`src/rtl/uart_io_ctrl.sv`:
```
// Memory-mapped UART controller: TX/RX byte FIFOs, status/data/cycle-counter registers,
// and a round-robin arbiter sharing the UART transmitter between the CPU FIFO and a debug stream.
module uart_io_ctrl #(
    parameter int         TX_DEPTH  = 8,
    parameter int         RX_DEPTH  = 8,
    parameter logic [3:0] IO_NIBBLE = 4'h8
) (
    input  logic        clk,
    input  logic        rst,
    input  logic [31:0] Addr,
    input  logic [3:0]  StoreMask,
    input  logic [31:0] StoreData,
    input  logic        LoadEn,
    output logic [31:0] LoadData,
    output logic        IsIO,
    input  logic [7:0]  DbgData,
    input  logic        DbgValid,
    output logic        DbgReady,
    output logic [7:0]  DataIn,
    output logic        DataInValid,
    input  logic        DataInReady,
    input  logic [7:0]  DataOut,
    input  logic        DataOutValid,
    output logic        DataOutReady
);
    localparam int TX_AW = $clog2(TX_DEPTH);
    localparam int RX_AW = $clog2(RX_DEPTH);
    localparam logic [TX_AW:0] TX_FULL_COUNT = (TX_AW+1)'(TX_DEPTH);
    localparam logic [RX_AW:0] RX_FULL_COUNT = (RX_AW+1)'(RX_DEPTH);

    localparam logic [7:0] OFS_STATUS = 8'h00;
    localparam logic [7:0] OFS_RXDATA = 8'h04;
    localparam logic [7:0] OFS_TXDATA = 8'h08;
    localparam logic [7:0] OFS_CYCLE  = 8'h10;

    logic [7:0] offset;
    logic       isLoad;
    logic       isStore;
    logic       unusedBits;

    assign IsIO       = (Addr[31:28] == IO_NIBBLE);
    assign offset     = Addr[7:0];
    assign isLoad     = LoadEn && IsIO;
    assign isStore    = (StoreMask != 4'b0000) && IsIO;
    assign unusedBits = ^{Addr[27:8], StoreData[31:8]};

    // ---------------- TX FIFO ----------------
    logic [7:0]       txMem [TX_DEPTH];
    logic [TX_AW-1:0] txWrPtrReg, txRdPtrReg;
    logic [TX_AW:0]   txCountReg;
    logic             txFull, txEmpty, txPushReq, txPush, txPop;
    logic             txDropReg;

    assign txFull    = (txCountReg == TX_FULL_COUNT);
    assign txEmpty   = (txCountReg == '0);
    assign txPushReq = isStore && (offset == OFS_TXDATA);
    // A pop in the same cycle frees a slot, so a push to a full FIFO still lands.
    assign txPush    = txPushReq && (!txFull || txPop);

    always_ff @(posedge clk) begin
        if (txPush) begin
            txMem[txWrPtrReg] <= StoreData[7:0];
        end
    end

    always_ff @(posedge clk) begin
        if (rst) begin
            txWrPtrReg <= '0;
            txRdPtrReg <= '0;
            txCountReg <= '0;
        end else begin
            if (txPush) txWrPtrReg <= txWrPtrReg + TX_AW'(1);
            if (txPop)  txRdPtrReg <= txRdPtrReg + TX_AW'(1);
            if (txPush && !txPop)      txCountReg <= txCountReg + (TX_AW+1)'(1);
            else if (!txPush && txPop) txCountReg <= txCountReg - (TX_AW+1)'(1);
        end
    end

    // ---------------- Arbiter ----------------
    logic cpuReq, dbgReq, grantDbg, handshake;
    logic lockReg, lockDbgReg, favorDbgReg;

    assign cpuReq = !txEmpty;
    assign dbgReq = DbgValid;

    always_comb begin
        grantDbg = 1'b0;
        if (lockReg) grantDbg = lockDbgReg;
        else         grantDbg = dbgReq && (!cpuReq || favorDbgReg);
    end

    assign DataInValid = !rst && (lockReg || cpuReq || dbgReq);
    assign DataIn      = grantDbg ? DbgData : txMem[txRdPtrReg];
    assign handshake   = DataInValid && DataInReady;
    assign DbgReady    = handshake && grantDbg;
    assign txPop       = handshake && !grantDbg;

    always_ff @(posedge clk) begin
        if (rst) begin
            lockReg     <= 1'b0;
            lockDbgReg  <= 1'b0;
            favorDbgReg <= 1'b0;
        end else if (handshake) begin
            lockReg     <= 1'b0;
            favorDbgReg <= !grantDbg;
        end else if (DataInValid) begin
            // Stalled transfer: freeze the chosen source until the UART takes it.
            lockReg    <= 1'b1;
            lockDbgReg <= grantDbg;
        end
    end

    // ---------------- RX FIFO ----------------
    logic [7:0]       rxMem [RX_DEPTH];
    logic [RX_AW-1:0] rxWrPtrReg, rxRdPtrReg;
    logic [RX_AW:0]   rxCountReg;
    logic             rxFull, rxEmpty, rxPush, rxPop;

    assign rxFull       = (rxCountReg == RX_FULL_COUNT);
    assign rxEmpty      = (rxCountReg == '0);
    assign DataOutReady = !rst && !rxFull;
    assign rxPush       = DataOutValid && DataOutReady;
    assign rxPop        = isLoad && (offset == OFS_RXDATA) && !rxEmpty;

    always_ff @(posedge clk) begin
        if (rxPush) begin
            rxMem[rxWrPtrReg] <= DataOut;
        end
    end

    always_ff @(posedge clk) begin
        if (rst) begin
            rxWrPtrReg <= '0;
            rxRdPtrReg <= '0;
            rxCountReg <= '0;
        end else begin
            if (rxPush) rxWrPtrReg <= rxWrPtrReg + RX_AW'(1);
            if (rxPop)  rxRdPtrReg <= rxRdPtrReg + RX_AW'(1);
            if (rxPush && !rxPop)      rxCountReg <= rxCountReg + (RX_AW+1)'(1);
            else if (!rxPush && rxPop) rxCountReg <= rxCountReg - (RX_AW+1)'(1);
        end
    end

    // ---------------- Registers ----------------
    logic [31:0] cycleCountReg;
    logic [31:0] loadDataReg;
    logic [31:0] readValue;

    always_comb begin
        readValue = '0;
        case (offset)
            OFS_STATUS: readValue = {29'b0, txDropReg, !rxEmpty, !txFull};
            OFS_RXDATA: readValue = rxEmpty ? 32'b0 : {24'b0, rxMem[rxRdPtrReg]};
            OFS_CYCLE:  readValue = cycleCountReg;
            default:    readValue = '0;
        endcase
    end

    always_ff @(posedge clk) begin
        if (rst) begin
            loadDataReg   <= '0;
            txDropReg     <= 1'b0;
            cycleCountReg <= '0;
        end else begin
            if (isLoad) loadDataReg <= readValue;

            // A fresh drop outranks a concurrent status-read clear.
            if (txPushReq && txFull && !txPop)       txDropReg <= 1'b1;
            else if (isLoad && offset == OFS_STATUS) txDropReg <= 1'b0;

            if (isStore && offset == OFS_CYCLE) cycleCountReg <= '0;
            else                                cycleCountReg <= cycleCountReg + 32'd1;
        end
    end

    assign LoadData = loadDataReg;
endmodule

```
`config.mk`:
```
export PLATFORM = sky130hd
export DESIGN_NAME = uart_io_ctrl
export DESIGN_NICKNAME = d
export VERILOG_FILES = /design/src/rtl/uart_io_ctrl.sv
export SDC_FILE = /design/constraint.sdc
export NUM_CORES = 1
export LEC_CHECK = 0
export CAP_MARGIN = 20
export CORE_MARGIN = 2
export CORE_UTILIZATION = 54
export DETAILED_ROUTE_END_ITERATION = 8
export PLACE_DENSITY = 0.79
export SLEW_MARGIN = 40
export SYNTH_ARGS = -nofsm -noshare
export SYNTH_HDL_FRONTEND = slang
export SYNTH_SLANG_ARGS = --single-unit
```
`constraint.sdc`:
```
create_clock -name clk -period 4.7 [get_ports clk]
set_input_delay 0.94 -clock clk [delete_from_list [all_inputs] [get_ports clk]]
set_output_delay 0.94 -clock clk [all_outputs]
set_load 0.05 [all_outputs]
```
==> results.cfg, run 1 <==
[timing]
finalSetupViolations = 0
slew_viols_final = 0
grt_setup_unrepaired = no
timing.final.crit_period_ns = 4.214
setup_ws_ns = 0.4857
worstMarginPinSlew_ns = 0.8230
final.setup.tns_ns = 0
holdWs_ns = 0.4848
period_utilization_pct = 89.67
final-hold-violation-count = 0
max_clock_freq_mhz = 237.3
timing.clock.skew_ns = 0.009390
timing.slew.headroom_pct = 44.93

[power]
vdd_drop_max_mv = 0.3067
power.combinational.fraction_pct = 10.8
cellPowerDensity_nw_per_um2 = 383.0
fin_total_pwr_mw = 4.249
power_frac_seq_pct = 49.7
clock_network_fraction_of_total_power_pct = 39.5
p_switching_uw = 993.9
cellLeakagePower_nw = 3.606
p_int_mw = 3.255
power.share.switching_pct = 23.39

[routing]
count_of_unresolved_drc_violations_after_routing = 0
initialDrtViolationCount = 400
via_count = 6081
wl_per_cell_um = 19.19
wirelength_mm = 19.60
vias_per_cell = 5.956
final_antenna_net_count = 0
drtPass1Iterations = 4

[final_layout]
layout_commonest_cell = sky130_fd_sc_hd__edfxtp_1
multi_input_logic_area_um2 = 3319
finalNonFillerCells = 1021
post-route-cell-area_um2 = 11090
antenna_diode_instance_count = 0
layout.cells.most_common_list = sky130_fd_sc_hd__edfxtp_1, sky130_fd_sc_hd__dfxtp_1, sky130_fd_sc_hd__clkdlybuf4s50_1
layout-drive-gt1-share_pct = 15.23
seq_area_um2 = 5727
area_growth_pct = 19.45
fill_cells = 1172
utilization_pct = 66.43
layout.nets = 889

[synth]
yosysWarnings = 0
syn_area_per_cell_um2 = 13.33
synthArstFlopShare_pct = 0
syn_inst = 697
yosys.cell_types.count = 59
yosysSeqAreaShare_pct = 61.65
syn_area_um2 = 9288
synth_edf_count = 128
ys_seq_elements = 222
synth-main-ff-cell = sky130_fd_sc_hd__edfxtp_1
synth_fp_nets = 800

[grt]
grt.met1_usage_pct = 27.34
grt_usage_pct = 21.79
globalRouteMet2Util_pct = 38.72
globalRoute.totalOverflow = 0
grt_most_used_layer = met2
number_of_antenna_violations_at_the_first_check_in_global_routing = 0
grt_max_degree = 53
grt_pass1_vias = 6147
grt_pass1_wl_mm = 31.25
grt_use_met3_pct = 3.479

[clock_tree]
clock_path_buffers = 3
cts.hold.buffers_added = 0
numClockSinks = 222
clock_transition_at_the_register_clock_pins_on_the_worst_setup_and_hold_paths_after_cts_ns = 0.06
post-cts-setup-buffers = 0
htree_num_levels = 1
clock_tree.root_cell = sky130_fd_sc_hd__clkbuf_16
cts.repair.resized = 0
clk-insertion-delay-late_ns = 0.51
tritoncts = built
numCtsBuffers = 22

[placed_design]
final_wtd_congestion = 0.8418
placed_wire_length_estimate_after_detailed_placement_mm = 13.08
dp.cells = 982
detailed_place.area_um2 = 10400
place.port_buffers = 89
detailedPlace.worstSlack_ns = 0.2843

[worst_setup_path]
crit_path_max_fanout = 10
startpoint_type = flop
required_ns = 3.76
cp-end-kind = output pin
critPathArrivalTime_ns = 3.27
timing.setup.critical_path_class = reg2out

[die]
io-pin-count = 134
fp.dieArea_um2 = 18260
die_height_um = 135.1
core-area_um2 = 16700
die_w_um = 135.1
core.rowCount = 47
initial_standard_cell_utilization_of_the_core_pct = 55.61

[hold_path]
min-delay-path-class = reg2reg

[job]
maxCapViolations = 0

[run_status]
status = completed
[Yosys cell counts, types with 17 or more instances]
cell type	instances	area, um^2
sky130_fd_sc_hd__nor2_1	69	259.0
sky130_fd_sc_hd__dfxtp_1	94	1882
sky130_fd_sc_hd__inv_1	17	63.81
sky130_fd_sc_hd__a21oi_1	39	195.2
sky130_fd_sc_hd__mux2_2	24	270.3
sky130_fd_sc_hd__a22oi_1	29	217.7
sky130_fd_sc_hd__mux4_2	31	698.2
sky130_fd_sc_hd__edfxtp_1	128	3844
sky130_fd_sc_hd__nand2_1	18	67.56
sky130_fd_sc_hd__nand3_1	20	100.1
sky130_fd_sc_hd__clkbuf_1	20	75.07
sky130_fd_sc_hd__or4_1	18	135.1
[flip-flops by register name (all words and copies together) (netlist names), named ones only]
| register | cells |
|---|---|
| txCountReg | 4 |
| rxWrPtrReg | 3 |
| txDropReg | 1 |
| lockReg | 1 |
| cycleCountReg | 32 |
| rxMem | 64 |
| LoadData | 32 |
| txMem | 64 |
| favorDbgReg | 1 |
| rxRdPtrReg | 3 |
| rxCountReg | 4 |
| lockDbgReg | 1 |
| txRdPtrReg | 3 |
| txWrPtrReg | 3 |
[path summary, 6_finish.rpt]
path | start | endpoint | slack [ns] | depth (start not counted)
worst max-delay path | txCountReg[0] | DataIn[6] | 0.49 | 5
worst min-delay path | txDropReg | txDropReg | 0.48 | 2
worst max register to register | txCountReg[0] | txCountReg[3] | 1.57 | 10
worst min register to register | txDropReg | txDropReg | 0.48 | 2
[cell families (layout without fill, tap and decap cells)]
kind of cell	count (synthesis)	count (layout)	share of synthesized area, %
flip-flops	222	222	61.65
AND/OR/NAND/NOR	208	208	12.27
AO/OA/AOI/OAI	111	111	8.110
multiplexers	67	67	11.73
buffers and inverters	60	164	2.816
XOR/XNOR	16	16	1.509
adder cells (fa/ha/maj)	13	13	1.913
[area by class of cell]
cell class	count	share of cell area (%)
clock inverter	12	0.7894
clock buffer	27	5.413
multi-input combinational	415	29.92
timing repair buffer	106	9.135
inverter	19	0.6428
tap	220	2.481
sequential	222	51.62
[power groups by stage]
stage | combinational, mW | clock, mW | sequential, mW
after global routing | 0.489 | 1.78 | 2.12
after CTS | 0.460 | 1.69 | 2.11
after floorplan | 0.313 | 0 | 2.15
after detailed placement | 0.457 | 0 | 2.16
after global placement | 0.441 | 0 | 2.15
final | 0.458 | 1.68 | 2.11
[routing by layer]
metal	share of wire, %	wire, um	vias up
met2	51	9933	176
met4	2.8	541	0
met5	0	0	-
li1	-	-	2851
met3	5.3	1038	44
met1	41	8084	3010
[worst max-delay path, stage by stage, from the launching register on]
cell and delay [ns]:
sky130_fd_sc_hd__dfxtp_1 0.37, sky130_fd_sc_hd__or4_1 0.61, sky130_fd_sc_hd__nor2b_1 0.18, sky130_fd_sc_hd__o21ai_2 0.50, sky130_fd_sc_hd__mux2_2 0.41, sky130_fd_sc_hd__clkdlybuf4s50_1 0.70
(Power assumes the default switching activity.)
==> run 2, diff against run 1 <==
Settings changed: HOLD_SLACK_MARGIN set to 0.06.
==> results of run 2 <==
Same layout as run 1: the final DEF is identical, and so are final timing and power.
==> run 3, diff against run 2 <==
Settings changed: SLEW_MARGIN 40 to 5.
==> run 3 against run 2 <==
Die area unchanged. Routed wire length down 0.95%. Non-clock buffer count up 1. Clock power about the same. First-iteration DRC count down 0.50%. Largest power group unchanged. Highest routed layer unchanged.
==> results.cfg, run 3 (synthesis results as in run 1) <==
[worst_setup_path]
max_stage_delay_ns = 0.70
cp-end-kind = output pin
crit_path_max_fanout = 10
timing.setup.critical_path_class = reg2out
required_ns = 3.76
path_cells = or4_1 > nor2b_1 > o21ai_2 > mux2_2 > clkdlybuf4s50_1
startpoint_type = flop
timing.critical_path.slowest_stage_cell = sky130_fd_sc_hd__clkdlybuf4s50_1
critPathArrivalTime_ns = 3.27

[final_layout]
area_growth_pct = 19.63
largestRegisters = rxMem: 64 flops, txMem: 64 flops
layout.nets = 890
layout_commonest_cell = sky130_fd_sc_hd__edfxtp_1
fill_cells = 1175
antenna_diode_instance_count = 0
layout.cells.most_common_list = sky130_fd_sc_hd__edfxtp_1, sky130_fd_sc_hd__dfxtp_1, sky130_fd_sc_hd__clkdlybuf4s50_1
post-route-cell-area_um2 = 11110
seq_area_um2 = 5725
multi_input_logic_area_um2 = 3307
layout-drive-gt1-share_pct = 14.46

[die]
die_height_um = 135.1
die_w_um = 135.1
io-pin-count = 134
core.rowCount = 47
core-area_um2 = 16700
initial_standard_cell_utilization_of_the_core_pct = 55.61
fp.dieArea_um2 = 18260

[routing]
initialDrtViolationCount = 398
wirelength_mm = 19.41
wl_per_cell_um = 18.99
drtPass1Iterations = 4
count_of_unresolved_drc_violations_after_routing = 0
vias_per_cell = 5.975
final_antenna_net_count = 0
via_count = 6106

[clock_tree]
numClockSinks = 222
cts.repair.resized = 0
clock_path_buffers = 3
numCtsBuffers = 22
post-cts-setup-buffers = 0
tritoncts = built
htree_num_levels = 1
clock_tree.root_cell = sky130_fd_sc_hd__clkbuf_16
cts.hold.buffers_added = 0
clock_transition_at_the_register_clock_pins_on_the_worst_setup_and_hold_paths_after_cts_ns = 0.06
clk-insertion-delay-late_ns = 0.50

[timing]
timing.clock.skew_ns = 0.01205
worstMarginPinSlew_ns = 0.9860
timing.final.crit_period_ns = 4.214
slew_viols_final = 0
period_utilization_pct = 89.67
final.setup.tns_ns = 0
grt_setup_unrepaired = no
max_clock_freq_mhz = 237.3
timing.slew.headroom_pct = 34.03
finalSetupViolations = 0
final-hold-violation-count = 0

[job]
maxCapViolations = 0

[placed_design]
placed_wire_length_estimate_after_detailed_placement_mm = 13.05
final_wtd_congestion = 0.8418
detailed_place.area_um2 = 10390
place.port_buffers = 89

[power]
cellPowerDensity_nw_per_um2 = 385.0
fin_total_pwr_mw = 4.277
cellLeakagePower_nw = 3.618
vdd_drop_max_mv = 0.3472

[grt]
globalRoute.totalOverflow = 0
grt_usage_pct = 21.35
grt_max_degree = 53
grt_pass1_wl_mm = 30.88
number_of_antenna_violations_at_the_first_check_in_global_routing = 0
grt_pass1_vias = 6123

[run_status]
status = completed

[hold_path]
min-delay-path-class = reg2reg
==> run 3: worst paths after layout <==
path                       from       endpoint  slack [ns]  depth (start not counted)
setup / recovery  txCountReg[0]      DataIn[5]        0.49                          5
hold / removal        txDropReg      txDropReg        0.48                          2
setup reg to reg  txCountReg[0]  txCountReg[3]        1.55                         10
hold reg to reg       txDropReg      txDropReg        0.48                          2
==> run 3: cell type report <==
class                   instances  share of cell area [%]
flip-flops and latches        222                   51.53
multi-input cells             415                   29.76
repair buffers                107                   9.257
clock buffers                  27                   5.315
well taps                     220                   2.477
clock inverters                12                   1.014
inverters                      19                  0.6419
==> run 3: metrics by stage <==
stage	hold slack [ns]	util, %	setup slack, ns	std cells
floorplan	0.4369	-	0.8908	697
global placement	0.4536	62.23	0.3684	982
detailed placement	0.4715	62.23	0.2745	982
CTS	0.4828	66.44	0.4848	1021
global route	0.4995	66.53	0.4090	1022
finish	0.4843	66.53	0.4857	1022
==> run 3: power breakdown <==
group | total [mW] | internal, mW | switching, mW | leakage (nW)
logic | 0.457 | 0.210 | 0.247 | 1.37
registers | 2.11 | 2.08 | 0.0301 | 1.91
clock network | 1.71 | 1.00 | 0.706 | 0.331
==> run 3: worst max-delay path, delay by kind of cell, from the launching register on <==
| family | cells | cell delay [ns] |
|---|---|---|
| compound gates | 1 | 0.49 |
| buf+inv | 1 | 0.70 |
| flops | 1 | 0.37 |
| mux | 1 | 0.41 |
| simple gates | 2 | 0.80 |
==> run 3: layer usage <==
metal  up-vias  share of wire [%]  global-route usage [%]
met4         0                1.9                   6.481
met2       199                 51                   37.96
met1      3017                 41                   27.32
met3        33                5.6                   3.030
li1       2857                  -                       -
met5         -                  0                       0
